<file path="src/rtl/sg_lock_ctrl.sv">
// sg_lock_ctrl: holds the output sync generator in reset until the
// synchronized video reference shows a stable frame period for
// LOCK_FRAMES consecutive frames. It drops back to measuring on loss of
// lock and reports the frame period, the line count and a loss counter.

module sg_lock_ctrl #(
    parameter int CNT_W       = 24,
    parameter int TOL         = 16,
    parameter int LOCK_FRAMES = 4
) (
    input  logic             PCLK,
    input  logic             reset,
    input  logic             enable,
    input  logic             HSYNC_ref,
    input  logic             VSYNC_ref,
    output logic             sg_reset_n,
    output logic             locked,
    output logic [1:0]       state,
    output logic [CNT_W-1:0] frame_period,
    output logic [10:0]      lines_per_frame,
    output logic [7:0]       loss_cnt
);

    typedef enum logic [1:0] {
        ST_IDLE    = 2'd0,
        ST_MEASURE = 2'd1,
        ST_VERIFY  = 2'd2,
        ST_LOCKED  = 2'd3
    } state_t;

    localparam logic [CNT_W:0] TOL_X    = (CNT_W+1)'(TOL);
    localparam logic [4:0]     LOCK_X   = 5'(LOCK_FRAMES);
    localparam logic [10:0]    LINE_MAX = 11'd2047;
    localparam logic [7:0]     LOSS_MAX = 8'hFF;

    // Registered state and datapath
    state_t           state_q,        state_d;
    logic             sg_reset_n_q,   sg_reset_n_d;
    logic             locked_q,       locked_d;
    logic             prev_vs_q,      prev_hs_q;
    logic [CNT_W-1:0] pctr_q,         pctr_d;
    logic [10:0]      line_q,         line_d;
    logic [CNT_W-1:0] ref_q,          ref_d;
    logic [3:0]       match_q,        match_d;
    logic             started_q,      started_d;  // first MEASURE edge seen
    logic             armed_q,        armed_d;    // an edge seen since IDLE
    logic [CNT_W-1:0] frame_period_q, frame_period_d;
    logic [10:0]      lines_q,        lines_d;
    logic [7:0]       loss_q,         loss_d;

    // Edge detect and period arithmetic
    logic             vs_edge, hs_edge;
    logic [CNT_W:0]   pctr_x, ref_x, diff, limit;
    logic             in_tol, timeout;
    logic [4:0]       match_inc;
    logic [CNT_W-1:0] pctr_step;
    logic [10:0]      line_step;
    logic             hold_idle;

    assign vs_edge = prev_vs_q & ~VSYNC_ref;
    assign hs_edge = prev_hs_q & ~HSYNC_ref;

    // One extra bit keeps |pctr-ref| and ref+TOL free of wrap-around.
    assign pctr_x  = {1'b0, pctr_q};
    assign ref_x   = {1'b0, ref_q};
    assign diff    = (pctr_x >= ref_x) ? (pctr_x - ref_x) : (ref_x - pctr_x);
    assign limit   = ref_x + TOL_X;
    assign in_tol  = (diff <= TOL_X);
    assign timeout = (pctr_x > limit);

    assign match_inc = {1'b0, match_q} + 5'd1;

    // Period counter restarts at 1 on an edge and sticks at all-ones.
    assign pctr_step = vs_edge      ? CNT_W'(1) :
                       (&pctr_q)    ? pctr_q    :
                                      pctr_q + CNT_W'(1);

    // A line edge coincident with the frame edge belongs to the new frame as 0.
    assign line_step = vs_edge                          ? 11'd0        :
                       (hs_edge && line_q != LINE_MAX)  ? line_q + 11'd1 :
                                                          line_q;

    assign hold_idle = !enable || (state_q == ST_IDLE);

    // Next-state, counter and report logic
    always_comb begin
        // NOTE: every signal driven here gets a default first so that no
        // branch can leave it unassigned and infer a latch.
        state_d        = state_q;
        pctr_d         = pctr_step;
        line_d         = line_step;
        ref_d          = ref_q;
        match_d        = match_q;
        started_d      = started_q;
        armed_d        = armed_q | vs_edge;
        frame_period_d = frame_period_q;
        lines_d        = lines_q;
        loss_d         = loss_q;

        // Every edge except the first after IDLE closes a complete frame.
        if (vs_edge && armed_q) begin
            frame_period_d = pctr_q;
            lines_d        = line_q;
        end

        unique case (state_q)
            ST_IDLE: begin
                state_d = ST_MEASURE;
            end

            ST_MEASURE: begin
                if (vs_edge) begin
                    if (!started_q) begin
                        started_d = 1'b1;
                    end else begin
                        ref_d     = pctr_q;
                        match_d   = 4'd0;
                        started_d = 1'b0;
                        state_d   = ST_VERIFY;
                    end
                end
            end

            ST_VERIFY: begin
                if (vs_edge) begin
                    if (in_tol) begin
                        match_d = match_inc[3:0];
                        if (match_inc >= LOCK_X) begin
                            state_d = ST_LOCKED;
                        end
                    end else begin
                        ref_d   = pctr_q;
                        match_d = 4'd0;
                    end
                end
            end

            ST_LOCKED: begin
                if (vs_edge && !in_tol) begin
                    // The offending edge already starts the next measurement.
                    state_d   = ST_MEASURE;
                    started_d = 1'b1;
                    loss_d    = (loss_q == LOSS_MAX) ? loss_q : loss_q + 8'd1;
                end else if (!vs_edge && timeout) begin
                    state_d   = ST_MEASURE;
                    started_d = 1'b0;
                    loss_d    = (loss_q == LOSS_MAX) ? loss_q : loss_q + 8'd1;
                end
            end

            default: begin
                state_d = ST_IDLE;
            end
        endcase

        // Idle (or a dropped enable) parks all counters at their reset values.
        if (hold_idle) begin
            pctr_d         = '0;
            line_d         = '0;
            ref_d          = '0;
            match_d        = '0;
            started_d      = 1'b0;
            armed_d        = 1'b0;
            frame_period_d = frame_period_q;
            lines_d        = lines_q;
            loss_d         = loss_q;
        end
        if (!enable) begin
            state_d = ST_IDLE;
        end

        sg_reset_n_d = (state_d == ST_LOCKED);
        locked_d     = (state_d == ST_LOCKED);
    end

    // State and datapath registers with asynchronous reset
    always_ff @(posedge PCLK or posedge reset) begin
        if (reset) begin
            state_q        <= ST_IDLE;
            sg_reset_n_q   <= 1'b0;
            locked_q       <= 1'b0;
            prev_vs_q      <= 1'b1;
            prev_hs_q      <= 1'b1;
            pctr_q         <= '0;
            line_q         <= '0;
            ref_q          <= '0;
            match_q        <= '0;
            started_q      <= 1'b0;
            armed_q        <= 1'b0;
            frame_period_q <= '0;
            lines_q        <= '0;
            loss_q         <= '0;
        end else begin
            // NOTE: non-blocking assignments so every register samples the
            // pre-edge values computed above, independent of statement order.
            state_q        <= state_d;
            sg_reset_n_q   <= sg_reset_n_d;
            locked_q       <= locked_d;
            prev_vs_q      <= VSYNC_ref;
            prev_hs_q      <= HSYNC_ref;
            pctr_q         <= pctr_d;
            line_q         <= line_d;
            ref_q          <= ref_d;
            match_q        <= match_d;
            started_q      <= started_d;
            armed_q        <= armed_d;
            frame_period_q <= frame_period_d;
            lines_q        <= lines_d;
            loss_q         <= loss_d;
        end
    end

    assign state           = state_q;
    assign sg_reset_n      = sg_reset_n_q;
    assign locked          = locked_q;
    assign frame_period    = frame_period_q;
    assign lines_per_frame = lines_q;
    assign loss_cnt        = loss_q;

endmodule

</file>
<file path="config.mk">
export PLATFORM = sky130hd
export DESIGN_NAME = sg_lock_ctrl
export DESIGN_NICKNAME = d
export VERILOG_FILES = /design/src/rtl/sg_lock_ctrl.sv
export SDC_FILE = /design/constraint.sdc
export NUM_CORES = 1
export LEC_CHECK = 0
export CAP_MARGIN = 25
export CORE_MARGIN = 2
export CORE_UTILIZATION = 55
export CTS_BUF_LIST = sky130_fd_sc_hd__clkbuf_8 sky130_fd_sc_hd__clkbuf_16
export DETAILED_ROUTE_END_ITERATION = 8
export GPL_TIMING_DRIVEN = 0
export HOLD_SLACK_MARGIN = 0.12
export PLACE_DENSITY_LB_ADDON = 0.1
export SKIP_LAST_GASP = 1
export SLEW_MARGIN = 20
export SYNTH_ARGS = -nofsm -noshare
export SYNTH_HDL_FRONTEND = slang
export SYNTH_SLANG_ARGS = --single-unit
export TNS_END_PERCENT = 5
</file>
<file path="constraint.sdc">
create_clock -name PCLK -period 5.43 [get_ports PCLK]
set_clock_uncertainty 0.05 [all_clocks]
set_input_delay 1.3575 -clock PCLK [delete_from_list [all_inputs] [get_ports PCLK]]
set_output_delay 1.3575 -clock PCLK [all_outputs]
set_load 0.05 [all_outputs]
</file>
==> reports/metrics.cfg, run 1 <==
[pwr]
power_frac_clock = 0.504
cell_internal_pwr_mw = 1.59
switchingPower_uw = 548
leakage_nw = 4.44
netSwitchingFraction = 0.257
peakVddDrop_mv = 0.196
power_frac_seq = 0.399
comb_power_share = 0.097
p_per_area_nw_per_um2 = 214

[clock_network]
clock_path_buffers = 2
path_clk_slew_ns = 0.05
cts_made_buffers = 17
worstSkewPairLatency_ns = 0.42
cts_resized = 0
cts_setup_buffers = 0
clock-sinks = 113
cts_tree = yes
hold_buffers = 0
root_buffer = clkbuf_16
ctsHtreeMaxLevel = 4

[routing]
viasPerCell = 6.03
wl_microns = 25000
drtAntennaViolNets = 0
dr.pass1.iters = 5
drt_first_iter_violations = 630
wl_per_cell_microns = 19.4
vias = 7800
route.detailed.drc = 0

[min_path]
min_path_type = register to register
whs_path_depth = 1
hold_path_end = loss_cnt[4]
min-delay-start = loss_cnt[4]

[finish]
fin_util = 0.653
stdcell_count = 1293
layout.nets = 1149
final_cell_mix = nand2_1, dfrtp_1, ha_1
nFillCells = 1316
diodes = 0
layout_commonest_cell = nand2_1
area_growth_pct = 16.0
design_area_sq_um = 9960
layout-drive-gt1-share = 0.0758

[synthesis]
synth_seq_cells = 113
synth_ff_type = dfrtp_1
yosysWarnings = 0
syn_avg_cell_area_sq_um = 8.60
syn_nets = 1078
postSynth.asyncResetShare = 1.00
synth_area_sq_um = 8590
syn-instance-count = 999
synth_edf_count = 0
synthDistinctLibCells = 77
ys_seq_area_frac = 0.329

[worst_setup_path]
cpMaxStageDelayCell = o2111ai_1
critPathRequiredTime_ns = 5.71
regToRegStartpoint = pctr_q[14]
worst-path-buf-inv = 4
cp_top_family = compound AO/OA/AOI/OAI gates
crit_fanout = 10
ff2ff_path_depth = 15
end_kind = register
max_stage_delay_ns = 0.68
path_cells = inv_1 > ha_1 > buf_2 > nand2_1 > or3_4 > o41ai_4 > nor2_1 > clkbuf_1 > o21ai_0 > a211oi_1 > o2111ai_1 > nor2_2 > a21oi_2 > buf_6 > mux2i_1
startpoint_type = register
worstPathArrival_ns = 5.54
r2r_slack_ns = 0.17
r2r_end = ref_q[9]
worst-setup-path-type = register to register

[die]
core.rowCount = 45
dieArea_sq_um = 16600
core_sq_um = 15300
die_h_microns = 129
initial_utilization = 0.563
chipWidth_microns = 129
io_pins = 52

[sta]
worst_slew_pin_slew_ns = 0.835
relSlewSlack = 0.440
fin_crit_ns = 5.26
setup_tns_ns = 0
hold_violations = 0
whs_ns = 0.432
slew_violations = 0
max_freq_ghz = 0.190
grt_setup_unrepaired = false
setup_viol = 0
timing.final.crit_share = 0.968

[placement]
place_area_sq_um = 9400
place.gp.congestion = 0.948
dp_hpwl_microns = 19600
portBuffers = 51
dp.cells = 1262

[global_route]
antenna_found_initial = 0
grt_max_degree = 65
grt_pass1_wl_microns = 40300
grt_use_total = 0.314
grt_overflow_total = 0
grt_pass1_vias = 7552

[run]
max-cap-violations = 0

[status]
status = completed

-- cell usage after synthesis, drive strengths merged (13+ instances only) --
| master | instances | area (sq um) |
|---|---|---|
| inv | 64 | 240 |
| clkbuf | 19 | 71.3 |
| o21ai | 63 | 315 |
| nand2 | 124 | 465 |
| buf | 17 | 108 |
| xor2 | 19 | 166 |
| a21o | 16 | 120 |
| o211ai | 13 | 97.6 |
| nor3 | 27 | 140 |
| dfrtp | 111 | 2780 |
| ha | 74 | 926 |
| nand4 | 21 | 138 |
| a21oi | 64 | 324 |
| nand3 | 35 | 175 |
| nor2 | 72 | 275 |
| xnor2 | 47 | 412 |
| mux2i | 30 | 300 |
| o21a | 13 | 97.6 |
-- metrics by stage --
stage / worst slack (ns) / power (mW)
after floorplan: 1.04 / 1.01
after global placement: -0.673 / 1.07
after detailed placement: 0.424 / 1.07
after CTS: 0.361 / 2.15
after global routing: 0.00340 / 2.21
final: 0.172 / 2.14
-- power groups by stage --
stage	registers, mW	logic [mW]	clock network [mW]
finish	0.852	0.208	1.08
global route	0.852	0.226	1.13
CTS	0.851	0.207	1.09
detailed placement	0.866	0.205	0
global placement	0.866	0.202	0
floorplan	0.871	0.141	0
-- metal layers --
layer / vias up / GRT usage / routed length (microns)
li1: 3718 / - / -
met1: 3784 / 0.428 / 11600
met2: 252 / 0.510 / 11600
met3: 46 / 0.0499 / 1130
met4: 0 / 0.110 / 678
met5: - / 0 / 0
-- registers in the layout, summed over array words and instances, names as in the netlist --
register / cells
prev_hs_q: 1
armed_q: 1
match_q: 4
pctr_q: 24
started_q: 1
line_q: 11
lines_per_frame: 11
ref_q: 24
prev_vs_q: 1
loss_cnt: 8
locked: 1
frame_period: 24
state: 2
-- worst max-delay path by stage --
stage	end	depth (start not counted)	from
floorplan	armed_q	1	reset
global placement	ref_q[13]	2	reset
detailed placement	ref_q[9]	15	pctr_q[15]
CTS	ref_q[9]	15	pctr_q[15]
global route	ref_q[8]	16	pctr_q[15]
finish	ref_q[9]	15	pctr_q[14]
-- final cells by class --
cell class	instances	area, sq um	share of cell area
plain buffers	36	179	0.0180
clock buffers	17	425	0.0427
clock inverters	14	143	0.0143
inverters	64	245	0.0246
multi-input cells	786	5340	0.536
flip-flops and latches	113	2830	0.284
well taps	211	264	0.0265
repair buffers	52	538	0.0540
-- cell families (layout without fill, tap and decap cells) --
group | Yosys count | count (layout) | share of synthesized area
adders and majority gates | 74 | 74 | 0.108
DFF | 113 | 113 | 0.329
xor gates and xnor gates | 66 | 66 | 0.0673
muxes | 42 | 42 | 0.0507
AOI/OAI and AO/OA | 253 | 253 | 0.195
and+or+nand+nor | 351 | 351 | 0.201
buffers and inverters | 100 | 183 | 0.0488
No activity file was read; power rests on OpenSTA's default activity.
==> run 2: changes to the inputs <==
--- a/config.mk
+++ b/config.mk
@@ -14,7 +14,7 @@
 export HOLD_SLACK_MARGIN = 0.12
 export PLACE_DENSITY_LB_ADDON = 0.1
 export SKIP_LAST_GASP = 1
-export SLEW_MARGIN = 20
+export SLEW_MARGIN = 30
 export SYNTH_ARGS = -nofsm -noshare
 export SYNTH_HDL_FRONTEND = slang
 export SYNTH_SLANG_ARGS = --single-unit
==> run 2 against run 1 <==
  * Register-to-register slack better by 0.16 ns
  * Design area up 0.65%
  * Clock power up 10%
  * Sequential cell count unchanged
  * Sequential power about the same
==> reports/metrics.cfg, run 2 (same netlist as run 1, synthesis figures left out) <==
[finish]
layout.nets = 1149  ; unchanged
stdcell_count = 1294  ; +0.077%
layout_commonest_cell = nand2_1
layout-drive-gt1-share = 0.0785  ; +0.00270
design_area_sq_um = 10000  ; +0.65%
area_growth_pct = 16.8
final_cell_mix = nand2_1, dfrtp_1, ha_1
diodes = 0  ; unchanged

[clock_network]
cts_tree = yes
hold_buffers = 0  ; unchanged
root_buffer = clkbuf_16
clock_path_buffers = 2  ; unchanged
cts_made_buffers = 17  ; unchanged
cts_resized = 0  ; unchanged
cts_setup_buffers = 0  ; unchanged
worstSkewPairLatency_ns = 0.43  ; about the same
path_clk_slew_ns = 0.06  ; about the same
ctsHtreeMaxLevel = 4  ; unchanged
clock-sinks = 113  ; unchanged

[pwr]
peakVddDrop_mv = 0.225  ; +15%
leakage_nw = 4.48  ; +0.94%
p_per_area_nw_per_um2 = 225  ; +4.7%
power_frac_seq = 0.378  ; -0.021
comb_power_share = 0.095  ; -0.002
netSwitchingFraction = 0.265  ; +0.00796
power_frac_clock = 0.527  ; +0.023
switchingPower_uw = 596  ; +8.7%
cell_internal_pwr_mw = 1.66  ; +4.3%
finalPower_mw = 2.25  ; +5.4%

[worst_setup_path]
worst-setup-path-type = register to register
critPathRequiredTime_ns = 5.72  ; about the same
worst-path-buf-inv = 3  ; -1
worstPathArrival_ns = 5.39  ; -0.15 ns
crit_fanout = 10  ; unchanged
end_kind = register
cp_top_family = compound AO/OA/AOI/OAI gates
startpoint_type = register
max_stage_delay_ns = 0.58  ; -0.10 ns
path_cells = inv_1 > ha_1 > clkbuf_1 > and4_1 > o2111ai_1 > a31oi_2 > nor2_1 > o31ai_1 > xor2_1 > a41oi_1 > nor3_2 > a21oi_2 > buf_6 > mux2i_1
cpMaxStageDelayCell = a41oi_1

[global_route]
grt_use_total = 0.317  ; +0.00304
grt_overflow_total = 0  ; unchanged
grt_pass1_vias = 7576  ; +0.32%
antenna_found_initial = 0  ; unchanged
grt_max_degree = 65  ; unchanged
grt_pass1_wl_microns = 40600  ; +0.93%

[die]
core.rowCount = 45  ; unchanged
dieArea_sq_um = 16600  ; unchanged
die_h_microns = 129  ; unchanged
io_pins = 52  ; unchanged
initial_utilization = 0.563  ; unchanged
chipWidth_microns = 129  ; unchanged
core_sq_um = 15300  ; unchanged

[routing]
route.detailed.drc = 0  ; unchanged
drtAntennaViolNets = 0  ; unchanged
vias = 7786  ; -0.18%
viasPerCell = 6.02  ; -0.26%
dr.pass1.iters = 6  ; +1
wl_per_cell_microns = 19.4  ; about the same
wl_microns = 25100  ; about the same
drt_first_iter_violations = 731  ; +16%

[sta]
setup_tns_ns = 0  ; unchanged
setup_viol = 0  ; unchanged
hold_violations = 0  ; unchanged
max_freq_ghz = 0.196  ; +3.2%
slew_violations = 0  ; unchanged
worst_slew_pin_slew_ns = 0.858  ; +0.0234 ns
relSlewSlack = 0.424  ; -0.0157
fin_crit_ns = 5.10  ; -0.161 ns
timing.final.crit_share = 0.939  ; -0.0296

[placement]
place.gp.congestion = 0.948  ; unchanged
dp_hpwl_microns = 19500  ; -0.41%
portBuffers = 51  ; unchanged
place_area_sq_um = 9400  ; about the same
dp.cells = 1262  ; unchanged

[min_path]
min_path_type = register to register

[status]
status = completed

[run]
max-cap-violations = 0  ; unchanged

## run 2: through the flow
stage	setup slack [ns]	hold slack, ns	util
2_1_floorplan	1.04	0.416	-
3_3_place_gp	-0.673	0.410	0.614
3_5_place_dp	0.415	0.424	0.616
4_1_cts	0.379	0.436	0.657
5_1_grt	-0.00839	0.464	0.657
6_report	0.333	0.435	0.657
## run 2: per-layer routing
layer,global-route usage,share of wire,wire length (microns)
met5,0,0,0
met4,0.123,0.030,750
met3,0.0553,0.044,1110
met2,0.508,0.46,11600
met1,0.431,0.46,11600
## run 2: layout make-up
type	instances	area (sq um)
fill	1276	5230
clock inverter	15	194
inverter	64	248
tap	211	264
clock buffer	17	425
multi-input combinational	786	5350
buffer	36	179
timing repair buffer	52	538
sequential	113	2830
## run 2: power groups by stage
stage	clock network [mW]	logic, mW	registers (mW)
2_1_floorplan	0	0.141	0.871
3_3_place_gp	0	0.202	0.866
3_5_place_dp	0	0.205	0.866
4_1_cts	1.20	0.206	0.851
5_1_grt	1.24	0.232	0.851
6_report	1.19	0.213	0.851
## run 2: path summary, 6_finish.rpt
| path | end | cells past startpoint | slack, ns | startpoint |
|---|---|---|---|---|
| worst max register to register | ref_q[9] | 14 | 0.33 | pctr_q[15] |
| worst min register to register | frame_period[9] | 2 | 0.43 | frame_period[9] |
| max in group asynchronous | ref_q[14] | 3 | 3.40 | reset |
| worst min-delay path | frame_period[9] | 2 | 0.43 | frame_period[9] |
| min in group asynchronous | loss_cnt[0] | 2 | 1.29 | reset |
| worst max-delay path | ref_q[9] | 14 | 0.33 | pctr_q[15] |
## run 2: worst reg2reg max path, delay by kind of cell (launching register included)
| kind | cells | cell delay [ns] |
|---|---|---|
| XOR/XNOR | 1 | 0.14 |
| multiplexers | 1 | 0.23 |
| adder cells (fa/ha/maj) | 1 | 0.35 |
| AO/OA/AOI/OAI | 5 | 2.22 |
| AND/OR/NAND/NOR | 3 | 0.74 |
| buffers and inverters | 3 | 0.78 |
| flip-flops | 1 | 0.49 |
==> run 3: changes to the inputs <==
--- a/config.mk
+++ b/config.mk
@@ -6,7 +6,7 @@
 export NUM_CORES = 1
 export LEC_CHECK = 0
 export CAP_MARGIN = 25
-export CORE_MARGIN = 2
+export CORE_MARGIN = 10
 export CORE_UTILIZATION = 55
 export CTS_BUF_LIST = sky130_fd_sc_hd__clkbuf_8 sky130_fd_sc_hd__clkbuf_16
 export DETAILED_ROUTE_END_ITERATION = 8
==> constraint.sdc (replaced) <==
create_clock -name PCLK -period 5.43 [get_ports PCLK]
set_clock_uncertainty 0.05 [all_clocks]
set_input_delay 1.086 -clock PCLK [delete_from_list [all_inputs] [get_ports PCLK]]
set_output_delay 1.086 -clock PCLK [all_outputs]
set_load 0.05 [all_outputs]
==> run 3 against run 2 <==
  * Combinational power decreased by 3%
  * Non-clock buffer count unchanged
  * Worst hold slack got worse by 0.0027 ns
==> reports/metrics.cfg, run 3 (same netlist as run 1, synthesis figures left out) <==
[routing]
wl_microns = 25400  ; +1.6%
vias = 7865  ; +1.0%
wl_per_cell_microns = 19.7  ; +1.6%
drtAntennaViolNets = 0  ; unchanged
viasPerCell = 6.08  ; +1.0%
route.detailed.drc = 0  ; unchanged
dr.pass1.iters = 5  ; -1
drt_first_iter_violations = 585  ; -20%

[sta]
relSlewSlack = 0.456  ; +0.0311
setup_tns_ns = 0  ; unchanged
grt_setup_unrepaired = false
slew_violations = 0  ; unchanged
fin_crit_ns = 5.12  ; +0.0225 ns
worst_slew_pin_slew_ns = 0.812  ; -0.0463 ns
whs_ns = 0.432  ; -0.00266 ns
setup_viol = 0  ; unchanged
max_freq_ghz = 0.195  ; -0.44%
timing.final.crit_share = 0.943  ; +0.00414
hold_violations = 0  ; unchanged

[finish]
fin_util = 0.656  ; -0.00115
layout-drive-gt1-share = 0.0785  ; unchanged
layout.nets = 1149  ; unchanged
area_growth_pct = 16.6
layout_commonest_cell = nand2_1
stdcell_count = 1294  ; unchanged
diodes = 0  ; unchanged
final_cell_mix = nand2_1, dfrtp_1, ha_1

[pwr]
peakVddDrop_mv = 0.230  ; +2.3%
p_per_area_nw_per_um2 = 219  ; -2.3%
finalPower_mw = 2.20  ; -2.5%
leakage_nw = 4.45  ; -0.63%

[global_route]
grt_max_degree = 63  ; -3.1%
grt_pass1_vias = 7655  ; +1.0%
grt_use_total = 0.235  ; -0.0822
antenna_found_initial = 0  ; unchanged
grt_pass1_wl_microns = 40500  ; -0.39%
grt_overflow_total = 0  ; unchanged

[placement]
dp.cells = 1262  ; unchanged
place.gp.congestion = 0.934  ; -1.5%
dp_hpwl_microns = 19800  ; +1.5%
portBuffers = 51  ; unchanged

[worst_setup_path]
startpoint_type = register
crit_fanout = 10  ; unchanged
path_cells = inv_1 > ha_1 > clkbuf_1 > and4_1 > o2111ai_1 > a31oi_2 > nor2_1 > clkbuf_1 > o21ai_0 > a211oi_1 > o2111ai_1 > nor2_2 > a21oi_2 > buf_6 > mux2i_1
cpMaxStageDelayCell = o2111ai_1
end_kind = register
max_stage_delay_ns = 0.59  ; about the same
worst-setup-path-type = register to register
worstPathArrival_ns = 5.41  ; +0.02 ns
critPathRequiredTime_ns = 5.72  ; about the same

[clock_network]
clock-sinks = 113  ; unchanged
path_clk_slew_ns = 0.06  ; about the same
cts_tree = yes
ctsHtreeMaxLevel = 4  ; unchanged
clock_path_buffers = 2  ; unchanged
worstSkewPairLatency_ns = 0.42  ; about the same
cts_made_buffers = 17  ; unchanged
root_buffer = clkbuf_16
hold_buffers = 0  ; unchanged

[die]
core.rowCount = 45  ; unchanged
chipWidth_microns = 145  ; +12%
dieArea_sq_um = 21000  ; +26%
core_sq_um = 15300  ; unchanged
io_pins = 52  ; unchanged
die_h_microns = 145  ; +12%
initial_utilization = 0.563  ; unchanged

[min_path]
min_path_type = register to register

[status]
status = completed

[run]
max-cap-violations = 0  ; unchanged

-- run 3: path summary, 6_finish.rpt --
check | slack, ns | cells after the start | start | endpoint
max | 0.31 | 15 | pctr_q[15] | ref_q[11]
min | 0.43 | 2 | frame_period[18] | frame_period[18]
min in group asynchronous | 1.03 | 2 | reset | lines_per_frame[1]
min reg2reg | 0.43 | 2 | frame_period[18] | frame_period[18]
max in group asynchronous | 3.63 | 3 | reset | prev_vs_q
max reg2reg | 0.31 | 15 | pctr_q[15] | ref_q[11]
-- run 3: per-layer routing --
layer | global-route usage | up-vias | wire (microns)
li1 | - | 3733 | -
met1 | 0.302 | 3792 | 11300
met2 | 0.374 | 280 | 11700
met3 | 0.0584 | 60 | 1710
met4 | 0.0868 | 0 | 733
met5 | 0 | - | 0
-- run 3: report_power, final --
group | switching [mW] | internal (mW)
clock | 0.431 | 0.707
combinational | 0.135 | 0.0722
sequential | 0.00410 | 0.847
total | 0.570 | 1.63
-- run 3: timing repair --
item	in CTS	in global routing
setup endpoints to repair	0	19
resized for setup	0	1
setup buffers	0	0
-- run 3: area by class of cell --
| class | instances | area, sq um |
|---|---|---|
| multi-input cells | 786 | 5350 |
| fillers | 1304 | 5250 |
| flip-flops and latches | 113 | 2830 |
| repair buffers | 52 | 538 |
| clock buffers | 19 | 453 |
| well taps | 211 | 264 |
| inverters | 64 | 248 |
| plain buffers | 36 | 179 |
| clock inverters | 13 | 153 |
-- run 3: metrics by stage --
stage	cell area [sq um]	setup slack [ns]
after CTS	10000	0.368
after global routing	10000	0.0203
after detailed placement	9400	0.404
final	10000	0.311
after global placement	9360	-0.390
after floorplan	8590	1.31
-- run 3: worst max-delay path, delay by kind of cell (launching register included) --
| kind | cells | cell delay [ns] |
|---|---|---|
| buf+inv | 4 | 1.07 |
| fa+ha+maj | 1 | 0.34 |
| compound gates | 6 | 2.12 |
| simple gates | 3 | 0.73 |
| mux | 1 | 0.21 |
| flops | 1 | 0.49 |
